===== src/rtl/alu_mp_sequencer_pkg.sv =====
// Shared definitions for the multi-precision ALU sequencer: opcodes, FSM
// state encoding and opcode classification.
package alu_mp_sequencer_pkg;

  localparam logic [2:0] OP_ADD     = 3'b000;
  localparam logic [2:0] OP_SUB     = 3'b001;
  localparam logic [2:0] OP_RSUB    = 3'b010;
  localparam logic [2:0] OP_OR      = 3'b011;
  localparam logic [2:0] OP_AND     = 3'b100;
  localparam logic [2:0] OP_NOTA_OR = 3'b101;
  localparam logic [2:0] OP_XOR     = 3'b110;
  localparam logic [2:0] OP_XNOR    = 3'b111;

  typedef enum logic [1:0] {
    ST_IDLE = 2'd0,
    ST_RUN  = 2'd1,
    ST_DONE = 2'd2
  } state_t;

  function automatic logic is_arith(input logic [2:0] op);
    return (op == OP_ADD) || (op == OP_SUB) || (op == OP_RSUB);
  endfunction

endpackage


===== src/rtl/alu_mp_sequencer_alu.sv =====
// Byte-wide ALU: three carry-aware arithmetic ops and five bitwise logic ops.
// Logic ops always report a carry-out of zero.
module alu_mp_sequencer_alu
  import alu_mp_sequencer_pkg::*;
(
  input  logic [2:0] oper,
  input  logic [7:0] a,
  input  logic [7:0] b,
  input  logic       c_in,
  output logic [7:0] sum,
  output logic       c_out
);

  logic [8:0] wide;

  always_comb begin
    wide = 9'd0;
    case (oper)
      OP_ADD:     wide = {1'b0, a} + {1'b0, b}  + {8'd0, c_in};
      OP_SUB:     wide = {1'b0, a} + {1'b0, ~b} + {8'd0, c_in};
      // Reverse subtract consumes an inverted carry-in.
      OP_RSUB:    wide = {1'b0, b} + {1'b0, ~a} + {8'd0, ~c_in};
      OP_OR:      wide = {1'b0, a | b};
      OP_AND:     wide = {1'b0, a & b};
      OP_NOTA_OR: wide = {1'b0, ~a | b};
      OP_XOR:     wide = {1'b0, a ^ b};
      OP_XNOR:    wide = {1'b0, ~(a ^ b)};
      default:    wide = 9'd0;
    endcase
    sum   = wide[7:0];
    c_out = wide[8];
  end

endmodule


===== src/rtl/alu_mp_sequencer.sv =====
// Runs an NBYTES-wide operation through one byte-wide ALU, LSB first,
// chaining the registered carry between bytes for arithmetic opcodes.
module alu_mp_sequencer
  import alu_mp_sequencer_pkg::*;
#(
  parameter int NBYTES = 4
) (
  input  logic                  clk,
  input  logic                  rst,
  input  logic                  start,
  input  logic [2:0]            oper,
  input  logic [8*NBYTES-1:0]   a,
  input  logic [8*NBYTES-1:0]   b,
  input  logic                  c_in,
  output logic                  busy,
  output logic                  done,
  output logic [8*NBYTES-1:0]   result,
  output logic                  c_out,
  output logic                  zero
);

  localparam int W     = 8 * NBYTES;
  localparam int IDX_W = $clog2(NBYTES) + 1;
  localparam logic [IDX_W-1:0] LAST_IDX = IDX_W'(NBYTES - 1);

  state_t           state;
  state_t           next_state;
  logic [IDX_W-1:0] idx;
  logic             carry;
  logic [W-1:0]     a_r;
  logic [W-1:0]     b_r;
  logic [2:0]       oper_r;
  logic             c_in_r;

  logic [7:0]       a_byte;
  logic [7:0]       b_byte;
  logic [7:0]       alu_sum;
  logic             alu_c_in;
  logic             alu_c_out;
  logic [W-1:0]     next_result;
  logic             accept;
  logic             last_byte;

  // Handshake: start is a request that is taken only while busy is low; a
  // request seen while busy is dropped, there is no queueing.
  assign accept    = (state == ST_IDLE) && start;
  assign last_byte = (state == ST_RUN) && (idx == LAST_IDX);
  assign busy      = (state != ST_IDLE);
  assign done      = (state == ST_DONE);

  always_ff @(posedge clk or posedge rst) begin
    if (rst) state <= ST_IDLE;
    else     state <= next_state;
  end

  always_comb begin
    next_state = state;
    case (state)
      ST_IDLE: if (start) next_state = ST_RUN;
      ST_RUN:  if (idx == LAST_IDX) next_state = ST_DONE;
      ST_DONE: next_state = ST_IDLE;
      default: next_state = ST_IDLE;
    endcase
  end

  always_comb begin
    a_byte = 8'd0;
    b_byte = 8'd0;
    for (int i = 0; i < NBYTES; i++) begin
      if (idx == IDX_W'(i)) begin
        a_byte = a_r[8*i +: 8];
        b_byte = b_r[8*i +: 8];
      end
    end
  end

  // Byte 0 takes the caller's carry verbatim; later bytes re-present the
  // previous carry so that the ALU's own inversion for RSUB cancels out.
  always_comb begin
    alu_c_in = 1'b0;
    if (idx == '0) begin
      alu_c_in = c_in_r;
    end else begin
      case (oper_r)
        OP_ADD, OP_SUB: alu_c_in = carry;
        OP_RSUB:        alu_c_in = ~carry;
        default:        alu_c_in = 1'b0;
      endcase
    end
  end

  alu_mp_sequencer_alu u_alu (
    .oper  (oper_r),
    .a     (a_byte),
    .b     (b_byte),
    .c_in  (alu_c_in),
    .sum   (alu_sum),
    .c_out (alu_c_out)
  );

  always_comb begin
    next_result = result;
    for (int i = 0; i < NBYTES; i++) begin
      if (idx == IDX_W'(i)) next_result[8*i +: 8] = alu_sum;
    end
  end

  always_ff @(posedge clk or posedge rst) begin
    if (rst) begin
      idx    <= '0;
      carry  <= 1'b0;
      a_r    <= '0;
      b_r    <= '0;
      oper_r <= 3'd0;
      c_in_r <= 1'b0;
      result <= '0;
      c_out  <= 1'b0;
      zero   <= 1'b0;
    end else if (accept) begin
      idx    <= '0;
      carry  <= 1'b0;
      a_r    <= a;
      b_r    <= b;
      oper_r <= oper;
      c_in_r <= c_in;
      result <= '0;
      c_out  <= 1'b0;
      zero   <= 1'b0;
    end else if (state == ST_RUN) begin
      result <= next_result;
      carry  <= alu_c_out;
      idx    <= idx + 1'b1;
      if (last_byte) begin
        c_out <= is_arith(oper_r) & alu_c_out;
        zero  <= (next_result == '0);
      end
    end
  end

endmodule

===== config.mk =====
export PLATFORM = sky130hd
export DESIGN_NAME = alu_mp_sequencer
export DESIGN_NICKNAME = d
export VERILOG_FILES = /design/src/rtl/alu_mp_sequencer_pkg.sv /design/src/rtl/alu_mp_sequencer_alu.sv /design/src/rtl/alu_mp_sequencer.sv
export SDC_FILE = /design/constraint.sdc
export NUM_CORES = 1
export LEC_CHECK = 0
export BUFFER_PORTS_ARGS = -buffer_cell sky130_fd_sc_hd__buf_2
export CORE_MARGIN = 4
export CORE_UTILIZATION = 50
export CTS_BUF_LIST = sky130_fd_sc_hd__clkbuf_2 sky130_fd_sc_hd__clkbuf_4 sky130_fd_sc_hd__clkbuf_8
export DETAILED_ROUTE_END_ITERATION = 8
export PLACE_DENSITY = 0.72
export SLEW_MARGIN = 20
export SYNTH_ARGS = -nofsm -noshare
export SYNTH_HDL_FRONTEND = slang
export SYNTH_SLANG_ARGS = --single-unit

===== constraint.sdc =====
create_clock -name clk -period 6.4 [get_ports clk]
set_clock_uncertainty 0.15 [all_clocks]
set_input_delay 0.32 -clock clk [delete_from_list [all_inputs] [get_ports clk]]
set_output_delay 0.32 -clock clk [all_outputs]
set_load 0.02 [all_outputs]

==> impl_metrics.toml, run 1 <==
[status]
outcome = "finished, final reports clean"

[yosys]
yosysTopAreaCell = "dfrtp_1"
async_flop_share_pct = 100.0
synth-seq-cells = 108
synth_warnings = 0
netlist_area_um2 = 6684
syn_avg_cell_area_um2 = 8.131
synth_top_cells_by_area = "dfrtp_1 40%, nand2_1 14%, ha_1 5.1%, o21ai_0 3.7%, a21oi_1 3.3%"
ys_types = 69
synth_ff_type = "dfrtp_1"
syn_inst = 822
ys_seq_area_share_pct = 40.43
syn_nets = 926
synth_edf_count = 0
yosysTopAreaCellShare_pct = 40.43

[detailed_routing]
routed_wl_um = 19390
final_antenna_net_count = 0
wl_per_cell_um = 16.96
vias_per_cell = 5.556
first_pass_iters = 5
vias = 6350
first_iter_violations = 477
drc = 0

[setup_path]
r2r_end = "zero$_DFFE_PP0P_"
crit_top_cell = "inv_1"
cp_num_buf_inv = 4
critPathKind = "reg2reg"
critPathArrivalTime_ns = 5.50
rr_startpoint = "idx[1]$_DFFE_PP0P_"
crit_chain = "inv_1 > ha_1 > buf_4 > o21ai_1 > mux2_2 > a22oi_1 > inv_1 > ha_1 > and3b_1 > or2_2 > mux2i_1 > a221o_1 > a221oi_1 > inv_1 > a21oi_1 > o21ai_0 > o31ai_2"
cp.required_ns = 6.56
rrSetupSlack_ns = 1.07
crit_path_max_fanout = 18
critPathTopFamily = "compound AO/OA/AOI/OAI gates"
crit_path_top_delay_cell = "a221oi_1"
slowest_delay_ns = 0.83
end_kind = "flop"
ff2ff_path_depth = 17
worstSetupStartpointType = "flop"

[global_routing]
grt.total_usage_pct = 26.18
grt_first_pass_wirelength_um = 31180
antenna_found_initial = 0
grt_pass1_vias = 6032
globalRoute.totalOverflow = 0
grt_max_degree = 78

[die]
die_w_um = 123.6
ioPinCount = 107
die_area_um2 = 15280
die_h_um = 123.6
rows = 41
core_area_um2 = 12880
initial_utilization_pct = 51.91

[job]
drv_cap = 0

[timing]
rsz0062_at_grt = "no"
period_needed_ns = 5.335
fmax_mhz = 187.4
period_share_pct = 83.36
layout_setup_ws_ns = 1.065
drv_slew = 0
tightest_slew_ns = 0.9709
tns_ns = 0
hold_viol_final = 0
setup_viol = 0
max_slew_margin_pct = 35.28

[clock_network]
cts_buffers = 9
cts_buffer_depth = 2
htree_levels = 3
cts_tree = "yes"
numClockSinks = 108
cts.clk_slew.worst_paths_ns = 0.11
clk_latency_ns = 0.39
root_buffer = "clkbuf_8"
cts_setup_buffers = 0

[placed_design]
place_inst = 1061
portBuffers = 106
gp_congestion = 0.9530
pre_cts_ws_ns = 1.154
hpwl_um = 13190

[cells_and_area]
area_delta_synth_final_pct = 21.70
fillers = 1109
drive_above_1_share_pct = 15.76
mostFrequentLayoutCells = "250 x nand2_1, 108 x dfrtp_1, 106 x buf_2"
antenna_cells = 0
final_common_cell = "nand2_1"
nets = 1071
final_cells = 1143

[worst_hold_path]
min_from = "a[27]"
holdPathEnd = "a_r[27]$_DFFE_PP0P_"
hold_class = "in2reg"
min_path_cells = 3
## cells by family after synthesis
logic type / share of synthesized area [%]
AND/OR/NAND/NOR: 25.10
AO/OA/AOI/OAI: 19.41
flip-flops: 40.43
buffers and inverters: 5.372
adder cells (fa/ha/maj): 6.851
XOR/XNOR: 1.441
multiplexers: 1.385
## sequential cells by signal (all words and copies together), names as in the netlist
| register | flops |
|---|---|
| state | 2 |
| a_r | 32 |
| carry | 1 |
| oper_r | 3 |
| zero | 1 |
| b_r | 32 |
| idx | 3 |
| c_out | 1 |
| result | 32 |
| c_in_r | 1 |
## stage by stage
step                cell area (um^2)  utilization (%)  hold slack, ns
finish                          8134            63.17         0.02966
global placement                7295            56.65          0.2006
floorplan                       6684                -          0.2754
global route                    8134            63.17         0.02619
CTS                             8134            63.17         0.01216
detailed placement              7295            56.65          0.1944
## synth_stat cells (5+ instances only)
| master | instances |
|---|---|
| clkbuf_1 | 30 |
| nand3_1 | 12 |
| xor2_1 | 5 |
| dfrtp_1 | 108 |
| xnor2_1 | 6 |
| a32oi_1 | 7 |
| nand3b_1 | 5 |
| buf_2 | 14 |
| nor2b_1 | 12 |
| nand2b_1 | 16 |
| nor4_1 | 5 |
| a22oi_1 | 7 |
| ha_1 | 27 |
| inv_1 | 34 |
| a211oi_1 | 7 |
| o22ai_1 | 6 |
| a22o_1 | 20 |
| o21ai_1 | 8 |
| nand2_1 | 251 |
| a21oi_1 | 44 |
| nor2_1 | 42 |
| nor3_1 | 9 |
| mux2i_1 | 7 |
| o21ai_0 | 50 |
| a31oi_1 | 5 |
| fa_1 | 6 |
## worst max-delay path by stage
stage | endpoint | from | depth (start not counted) | slack, ns
2_1_floorplan | zero$_DFFE_PP0P_ | idx[0]$_DFFE_PP0P_ | 19 | 1.64
3_3_place_gp | zero$_DFFE_PP0P_ | idx[0]$_DFFE_PP0P_ | 17 | 1.34
3_5_place_dp | zero$_DFFE_PP0P_ | idx[0]$_DFFE_PP0P_ | 17 | 1.15
4_1_cts | zero$_DFFE_PP0P_ | idx[0]$_DFFE_PP0P_ | 17 | 1.15
5_1_grt | zero$_DFFE_PP0P_ | idx[1]$_DFFE_PP0P_ | 17 | 0.76
6_report | zero$_DFFE_PP0P_ | idx[1]$_DFFE_PP0P_ | 17 | 1.07
## worst register-to-register path, cell delays in order, from the launching register on
cell	delay (ns)
dfrtp_1	0.41
inv_1	0.10
ha_1	0.50
buf_4	0.32
o21ai_1	0.09
mux2_2	0.26
a22oi_1	0.37
inv_1	0.22
ha_1	0.38
and3b_1	0.25
or2_2	0.31
mux2i_1	0.12
a221o_1	0.32
a221oi_1	0.83
inv_1	0.15
a21oi_1	0.16
o21ai_0	0.11
o31ai_2	0.22
## area by class of cell
class / instances / area, um^2 / area share, %
clock inverters: 5 / 37.54 / 0.4615
well taps: 172 / 215.2 / 2.646
repair buffers: 183 / 1276 / 15.69
inverters: 38 / 145.1 / 1.784
clock buffers: 10 / 131.4 / 1.615
flip-flops and latches: 108 / 2703 / 33.23
multi-input cells: 627 / 3626 / 44.58
## timing repair
action,CTS,global route
endpoints found under the hold margin,99,0
gates resized for setup,0,0
hold buffers,67,0
## per-layer routing
layer | up-vias | global-route usage [%] | share of wire, %
li1 | 3084 | - | -
met1 | 2983 | 36.79 | 45
met2 | 242 | 40.59 | 46
met3 | 41 | 5.677 | 6.9
met4 | 0 | 8.374 | 2.3
met5 | - | 0 | 0
Power of run 1 is not shown: default switching activity piles up to over one toggle a cycle in this logic, so the estimate is an artifact.
==> run 2: changes to the inputs <==
--- a/config.mk
+++ b/config.mk
@@ -5,12 +5,13 @@
 export SDC_FILE = /design/constraint.sdc
 export NUM_CORES = 1
 export LEC_CHECK = 0
+export ABC_AREA = 1
 export BUFFER_PORTS_ARGS = -buffer_cell sky130_fd_sc_hd__buf_2
 export CORE_MARGIN = 4
 export CORE_UTILIZATION = 50
 export CTS_BUF_LIST = sky130_fd_sc_hd__clkbuf_2 sky130_fd_sc_hd__clkbuf_4 sky130_fd_sc_hd__clkbuf_8
 export DETAILED_ROUTE_END_ITERATION = 8
-export PLACE_DENSITY = 0.72
+export PLACE_DENSITY = 0.74
 export SLEW_MARGIN = 20
 export SYNTH_ARGS = -nofsm -noshare
 export SYNTH_HDL_FRONTEND = slang
==> constraint.sdc (replaced) <==
create_clock -name clk -period 4.3 [get_ports clk]
set_clock_uncertainty 0.15 [all_clocks]
set_input_delay 0.215 -clock clk [delete_from_list [all_inputs] [get_ports clk]]
set_output_delay 0.215 -clock clk [all_outputs]
set_load 0.02 [all_outputs]
==> impl_metrics.toml, run 2 <==
[status]
outcome = "finished, final reports clean"

[die]
die_area_um2 = 16300
core_area_um2 = 13930
initial_utilization_pct = 51.40
die_w_um = 127.7
rows = 43
die_h_um = 127.7
ioPinCount = 107

[cells_and_area]
mostFrequentLayoutCells = "430 x nand2_1, 107 x dfrtp_1, 106 x buf_2"
nets = 1286
drive_above_1_share_pct = 17.94
antenna_cells = 0
final_common_cell = "nand2_1"
fillers = 1235
area_delta_synth_final_pct = 22.64
fin_util_pct = 63.03
top_regs = "a_r: 32 flops, b_r: 32 flops, result: 32 flops"

[detailed_routing]
drc = 0
first_iter_violations = 651
final_antenna_net_count = 0
first_pass_iters = 6
vias = 7225
wl_per_cell_um = 16.36
routed_wl_um = 22360
vias_per_cell = 5.285

[clock_network]
numClockSinks = 108
clk_latency_ns = 0.41
root_buffer = "clkbuf_8"
htree_levels = 3
cts_buffer_depth = 2
cts_buffers = 9
cts_tree = "yes"
cts.clk_slew.worst_paths_ns = 0.12

[timing]
period_needed_ns = 3.960
max_slew_margin_pct = 36.01
period_share_pct = 92.09
drv_slew = 0
fmax_mhz = 252.5
tightest_slew_ns = 0.9599
hold_viol_final = 0
setup_viol = 0
layout_setup_ws_ns = 0.3400
tns_ns = 0
rsz0062_at_grt = "no"

[yosys]
synth_warnings = 0
async_flop_share_pct = 100.0
synth_common_cells = "431 x nand2_1, 108 x dfrtp_1, 108 x inv_1"
netlist_area_um2 = 7162
synth_edf_count = 0
ys_types = 45
synth_top_cells_by_area = "dfrtp_1 38%, nand2_1 23%, inv_1 5.7%, ha_1 4.7%, nand3_1 4.1%"
ys_seq_area_share_pct = 37.74
yosysTopAreaCell = "dfrtp_1"
syn_avg_cell_area_um2 = 7.021
syn_nets = 1124
synth-seq-cells = 108
synth_ff_type = "dfrtp_1"
syn_inst = 1020
synth.most_common_cell = "nand2_1"
yosysTopAreaCellShare_pct = 37.74

[setup_path]
critPathKind = "reg2reg"
cp.required_ns = 4.51
rr_startpoint = "idx[2]$_DFFE_PP0P_"
critPathArrivalTime_ns = 4.17
end_kind = "flop"
worstSetupStartpointType = "flop"
crit_path_max_fanout = 9
worstSetupStartpoint = "idx[2]$_DFFE_PP0P_"

[job]
drv_cap = 0

[global_routing]
grt_pass1_vias = 6922
grt.total_usage_pct = 27.92
grt_max_degree = 84
grt_first_pass_wirelength_um = 36140
globalRoute.totalOverflow = 0
antenna_found_initial = 0

[worst_hold_path]
min_from = "start"
hold_class = "in2reg"

[placed_design]
hpwl_um = 15430
portBuffers = 106
gp_congestion = 0.9926
pre_cts_ws_ns = 0.2867
run 2: changes by cell type in the layout (fill, tap and decap cells not counted), moves of 8 or more:
cell,before,now
o22ai_1,6,18
nor3_1,9,1
nand2_1,250,430
nor2b_1,12,0
a21oi_1,44,20
inv_1,33,105
nand2_2,1,18
nand3_1,12,58
buf_4,10,18
a22o_1,20,9
nand3_2,0,12
nand2b_1,16,0
run 2: cell type report:
| type | instances | area [um^2] | area share, % |
|---|---|---|---|
| inverters | 116 | 449.2 | 5.114 |
| clock inverters | 6 | 62.56 | 0.7123 |
| repair inverters | 1 | 5.005 | 0.05698 |
| multi-input cells | 752 | 3832 | 43.63 |
| clock buffers | 10 | 137.6 | 1.567 |
| flip-flops and latches | 108 | 2704 | 30.78 |
| repair buffers | 194 | 1368 | 15.57 |
| well taps | 180 | 225.2 | 2.564 |
run 2: metrics by stage:
stage	instance area [um^2]	std cells	hold slack, ns
6_report	8783	1367	0.2660
5_1_grt	8783	1367	0.3236
4_1_cts	8670	1363	0.2447
3_5_place_dp	7779	1278	0.2605
3_3_place_gp	7779	1278	0.2578
2_1_floorplan	7162	1020	0.1746
run 2: repair_timing:
action                                  in CTS  in global routing
resized for setup                            0                 22
buffers inserted                             0                  2
endpoints found under the setup margin       0                  3
hold buffers                                69                  0
hold endpoints to repair                   145                  0
run 2: path summary, 6_finish.rpt:
kind / slack, ns / cells after the start / end
worst max-delay path: 0.34 / 21 / zero$_DFFE_PP0P_
worst min-delay path: 0.27 / 7 / result[24]$_DFFE_PP0P_
worst max register to register: 0.34 / 21 / zero$_DFFE_PP0P_
worst min register to register: 0.34 / 2 / b_r[23]$_DFFE_PP0P_
max in group asynchronous: 2.62 / 4 / result[7]$_DFFE_PP0P_
min in group asynchronous: 0.41 / 3 / a_r[23]$_DFFE_PP0P_
run 2: cells by family (layout without fill, tap and decap cells):
| group | count (synthesis) | in the layout | share of synthesized area [%] |
|---|---|---|---|
| AO/OA/AOI/OAI | 135 | 135 | 11.39 |
| flip-flops | 108 | 108 | 37.74 |
| buffers and inverters | 161 | 327 | 9.906 |
| AND/OR/NAND/NOR | 578 | 579 | 33.96 |
| adder cells (fa/ha/maj) | 33 | 33 | 6.394 |
| XOR/XNOR | 5 | 5 | 0.6114 |
run 2: routing by layer:
| metal | part of all wire (%) | track usage, % | routed length (um) |
|---|---|---|---|
| met5 | 0 | 0 | 0 |
| met1 | 44 | 39.58 | 9940 |
| met3 | 6.3 | 4.417 | 1404 |
| met2 | 46 | 43.82 | 10360 |
| met4 | 3.0 | 9.551 | 661 |
run 2: critical path, cell delays in order, from the launching register on:
cell and delay [ns]:
dfrtp_2 0.48, clkinv_4 0.14, ha_2 0.27, clkinvlp_4 0.18
buf_4 0.19, o21ai_0 0.06, inv_1 0.07, a21boi_2 0.26
inv_1 0.11, ha_2 0.38, a21oi_1 0.29, o211ai_1 0.17
or2_1 0.23, a21oi_1 0.18, nand3_2 0.18, nand2_1 0.11
nand2_1 0.08, nor2_1 0.12, nand2_1 0.06, nor2_1 0.10
nand2_1 0.06, nand2_1 0.05
Power of run 2 is left out for the same reason.
